File: config.mk
export PLATFORM = sky130hd
export DESIGN_NAME = ps2_feed_arbiter
export DESIGN_NICKNAME = d
export VERILOG_FILES = /design/src/rtl/ps2_feed_arbiter.sv
export SDC_FILE = /design/constraint.sdc
export NUM_CORES = 1
export LEC_CHECK = 0
export ABC_AREA = 0
export CORE_MARGIN = 5
export CORE_UTILIZATION = 28
export DETAILED_ROUTE_END_ITERATION = 8
export PLACE_DENSITY = 0.73
export SLEW_MARGIN = 20
export SYNTH_ARGS = -nofsm -noshare
export SYNTH_HDL_FRONTEND = slang
export SYNTH_SLANG_ARGS = --single-unit
File: constraint.sdc
create_clock -name clk -period 2.85 [get_ports clk]
set_input_delay 0.57 -clock clk [delete_from_list [all_inputs] [get_ports clk]]
set_output_delay 0.57 -clock clk [all_outputs]
set_load 0.1 [all_outputs]
File: src/rtl/ps2_feed_arbiter.sv
// Round-robin feeder that merges two scancode producers onto the keyboard block's
// write port, pacing bytes with a credit count so the keyboard ring never overruns.
module ps2_feed_arbiter #(
  parameter int         DEPTH = 16,
  parameter logic [9:0] ADDR  = 10'h000
) (
  input  logic        clk,
  input  logic        reset_n,
  input  logic        a_valid,
  input  logic [7:0]  a_data,
  output logic        a_ready,
  input  logic        b_valid,
  input  logic [7:0]  b_data,
  output logic        b_ready,
  output logic [9:0]  m_addr,
  output logic [31:0] m_din,
  output logic [3:0]  m_lane,
  output logic        m_wr,
  output logic        m_valid,
  input  logic        m_ready,
  input  logic        kbd_ack,
  input  logic        flush,
  output logic [4:0]  inflight,
  output logic        busy
);

  typedef enum logic [1:0] {IDLE, ISSUE, DROP} state_t;

  localparam logic [4:0] CAP = 5'(DEPTH - 1);

  state_t     state_reg, state_next;
  logic       a_ready_reg, a_ready_next;
  logic       b_ready_reg, b_ready_next;
  logic       last_b_reg, last_b_next;
  logic [7:0] din_reg, din_next;
  logic [4:0] inflight_reg, inflight_next;
  logic       pick_a;
  logic       deliver;
  logic       ack_take;

  always_comb begin
    state_next   = state_reg;
    a_ready_next = 1'b0;
    b_ready_next = 1'b0;
    last_b_next  = last_b_reg;
    din_next     = din_reg;
    pick_a       = 1'b0;
    deliver      = 1'b0;

    case (state_reg)
      IDLE: begin
        if (!flush && (a_valid || b_valid) && (inflight_reg < CAP)) begin
          // On a tie the requester that lost last time wins.
          pick_a       = a_valid && (!b_valid || last_b_reg);
          a_ready_next = pick_a;
          b_ready_next = !pick_a;
          last_b_next  = !pick_a;
          din_next     = pick_a ? a_data : b_data;
          state_next   = ISSUE;
        end
      end
      ISSUE: begin
        if (flush) begin
          state_next = IDLE;
        end else if (m_ready) begin
          deliver    = 1'b1;
          state_next = DROP;
        end
      end
      DROP: begin
        // The keyboard block writes on valid & ~ready, so valid must fall for a cycle.
        state_next = IDLE;
      end
      default: begin
        state_next = IDLE;
      end
    endcase

    ack_take = kbd_ack && (inflight_reg != 5'd0);
    if (flush) begin
      inflight_next = 5'd0;
    end else if (deliver && !ack_take && (inflight_reg < CAP)) begin
      inflight_next = inflight_reg + 5'd1;
    end else if (!deliver && ack_take) begin
      inflight_next = inflight_reg - 5'd1;
    end else begin
      inflight_next = inflight_reg;
    end
  end

  always_ff @(posedge clk or negedge reset_n) begin
    if (!reset_n) begin
      state_reg    <= IDLE;
      a_ready_reg  <= 1'b0;
      b_ready_reg  <= 1'b0;
      last_b_reg   <= 1'b1;
      din_reg      <= 8'h00;
      inflight_reg <= 5'd0;
    end else begin
      state_reg    <= state_next;
      a_ready_reg  <= a_ready_next;
      b_ready_reg  <= b_ready_next;
      last_b_reg   <= last_b_next;
      din_reg      <= din_next;
      inflight_reg <= inflight_next;
    end
  end

  assign a_ready  = a_ready_reg;
  assign b_ready  = b_ready_reg;
  assign m_addr   = ADDR;
  assign m_din    = {24'h000000, din_reg};
  assign m_lane   = 4'b0001;
  assign m_wr     = 1'b1;
  assign m_valid  = (state_reg == ISSUE);
  assign inflight = inflight_reg;
  assign busy     = (state_reg != IDLE);

endmodule

==> flow_metrics.py <==
metrics = {
    "run_status": {
        "outcome": "finished, final reports clean",
    },
    "logic_synthesis": {
        "ys_seq_elements": 18,
        "synth_area_leader_cell": "dfrtp_1",
        "synth.distinct_cells": 37,
        "ys_async_sr_fraction_pct": 100,
        "number_of_synthesis_warnings": 0,
        "post_synth.cell_area_avg_sq_um": 9.53,
        "dominantRegCellSynth": "dfrtp_1",
        "yosys-top-cells-area": "dfrtp_1 32%, buf_4 22%, mux2i_1 6.1%, ha_1 3.8%, o21ai_0 3.4%",
        "synth_enable_flop_cells": 0,
        "syn_inst": 138,
        "synth.cell_area_sq_um": 1320,
        "synthDominantCellAreaShare_pct": 32.4,
        "synth.most_common_cell": "buf_4",
        "sequential_to_total_area_share_from_yosys_stat_pct": 34.3,
        "yosys-top-cells-count": "39 x buf_4, 17 x dfrtp_1, 10 x nand2_1",
    },
    "placed_design": {
        "pre_cts_ws_ps": 8.34,
        "port_buffers": 39,
        "place_congestion": 0.770,
        "hpwlAfterDp_um": 2300,
    },
    "hold_path": {
        "hold_path_class": "flip-flop to flip-flop",
        "timing.hold.worst_path_depth": 2,
        "hold_path_end": "last_b_reg",
        "hold_path.startpoint": "last_b_reg",
    },
    "final_layout": {
        "insertedDiodeCount": 0,
        "layout.nets": 209,
        "drive_gt1_share_pct": 20.0,
        "number_of_flip_flops_in_the_largest_register": 8,
        "area_delta_synth_final_pct": 25.7,
    },
    "global_route": {
        "grt_overflow_total": 0,
        "grt_pass1_vias": 974,
        "pin_count_of_the_biggest_net_entering_global_routing": 20,
        "gr-usage-all-layers_pct": 8.96,
        "grt_pass1_wl_um": 4550,
        "grt_antenna_before_repair": 0,
    },
    "detailed_routing": {
        "dr_total_vias": 957,
        "wirelength_met1_um": 1190,
        "routed_via_density": 4.09,
        "remaining_drc_errors": 0,
        "met3RoutedLength_um": 194,
        "routedWlPerCell_um": 12.0,
        "wirelength_um": 2810,
        "drt-initial-drc-count": 24,
        "top_layer": "met4",
        "drt_pre_antenna_iters": 4,
        "wl_met2_um": 1360,
        "drtAntennaViolNets": 0,
    },
    "setup_path": {
        "required_ps": 3000,
        "wp_data_arrival_ps": 2730,
        "timing.critical_path.slowest_cell_delay_ps": 490,
        "startpoint_to_endpoint_class_of_the_critical_path": "input port to flip-flop",
        "setup.worst_path.end_class": "flip-flop",
        "worst-r2r-setup-slack_ps": 320,
        "cp_slowest_cell": "clkdlybuf4s50_1",
        "r2r.worst_path.cells": 8,
        "worst_r2r_endpoint": "inflight[4]",
        "setup.worst_path.start_class": "input port",
        "crit_chain": "clkdlybuf4s50_1 > and3b_1 > and3_2 > nand2_1 > fa_1 > a21o_1 > a21oi_1 > nor3_1 > a211oi_1",
        "cp_max_fo": 5,
        "worst_r2r_start": "inflight[2]",
    },
    "sta": {
        "fmax_mhz": 389,
        "fin_setup_tns_ps": 0,
        "setup_repair_after_global_routing_missed_its_margin": "false",
        "finalClockSkew_ps": 1.68,
        "report.final.slew_viol_count": 0,
        "period_minus_slack_ps": 2570,
        "period_share_pct": 90.3,
        "worst_pin_slew_ps": 812,
        "final.setup.worst_slack_ps": 277,
        "slew-limit-headroom_pct": 45.7,
        "finalSetupViolations": 0,
        "finalHoldViolCount": 0,
    },
    "die": {
        "dieWidth_um": 78.5,
        "fp.dieH_um": 78.5,
        "row_count": 25,
        "io-pin-count": 79,
        "coreArea_sq_um": 4630,
        "start_util_pct": 28.4,
        "design.die.area_sq_um": 6170,
    },
    "clock_tree": {
        "tritoncts": "built",
        "cts-resized-gates": 0,
        "hold_buffers": 0,
        "path_clk_slew_ps": 70,
        "cts.htree.levels": 1,
        "clk_latency_ps": 250,
        "cts-buffers-inserted": 3,
        "clkSinkCount": 18,
        "postCtsSetupBuffers": 0,
        "max-clock-path-buffers": 2,
        "cts_root_buffer": "clkbuf_8",
    },
    "run": {
        "number_of_maximum_capacitance_constraint_violations": 0,
    },
}
worst max-delay path by stage:
stage	endpoint	depth (start not counted)	slack [ps]	startpoint
final	inflight[4]	9	280	m_ready
after global routing	inflight[4]	9	140	m_ready
after CTS	inflight[4]	9	270	m_ready
after detailed placement	inflight[4]	9	8	m_ready
after global placement	inflight[4]	9	130	m_ready
after floorplan	inflight[4]	8	60	inflight[1]
per-layer routing:
| layer | up-vias | track usage (%) |
|---|---|---|
| met5 | - | 0 |
| met4 | 0 | 3.85 |
| met3 | 8 | 1.95 |
| met2 | 43 | 14.9 |
| met1 | 434 | 11.1 |
| li1 | 472 | - |
cell families after synthesis:
family | count (synthesis) | synth area share (%)
buffers and inverters | 48 | 24.9
AND/OR/NAND/NOR | 32 | 14.2
AO/OA/AOI/OAI | 23 | 13.2
flip-flops | 18 | 34.3
multiplexers | 8 | 6.09
adder cells (fa/ha/maj) | 5 | 5.33
other | 2 | 0.571
XOR/XNOR | 2 | 1.33
through the flow:
stage          util [%]  cells  cell area, sq um  hold WS, ps
2_1_floorplan         -    175              1450          274
3_3_place_gp       34.5    230              1600          451
3_5_place_dp       34.5    230              1600          461
4_1_cts            35.7    234              1650          471
5_1_grt            35.7    234              1650          493
6_report           35.7    234              1650          466
cell usage in the layout (no fill, tap or decap), types with 3 or more instances in the layout:
master / n
nand2_1: 10
clkbuf_8: 4
buf_4: 22
a21oi_1: 4
o21ai_1: 3
inv_1: 5
conb_1: 39
nor2_1: 6
mux2i_1: 8
nand4b_1: 3
clkdlybuf4s50_1: 22
o21ai_0: 8
dfrtp_1: 17
ha_1: 4
critical path, delay by kind of cell:
kind,cells,cell delay [ps]
adder cells (fa/ha/maj),1,450
AO/OA/AOI/OAI,3,600
AND/OR/NAND/NOR,4,600
buffers and inverters,1,490
cell type report:
cell class | count | area [sq um]
timing repair buffer | 44 | 385
fill | 489 | 2980
tap | 54 | 67.6
multi-input combinational | 109 | 674
inverter | 5 | 18.8
sequential | 18 | 452
clock buffer | 4 | 55.1
Power is left out: the tool's default activity adds up to more than one toggle a clock period on the data nets, which glitch-free logic cannot reach.
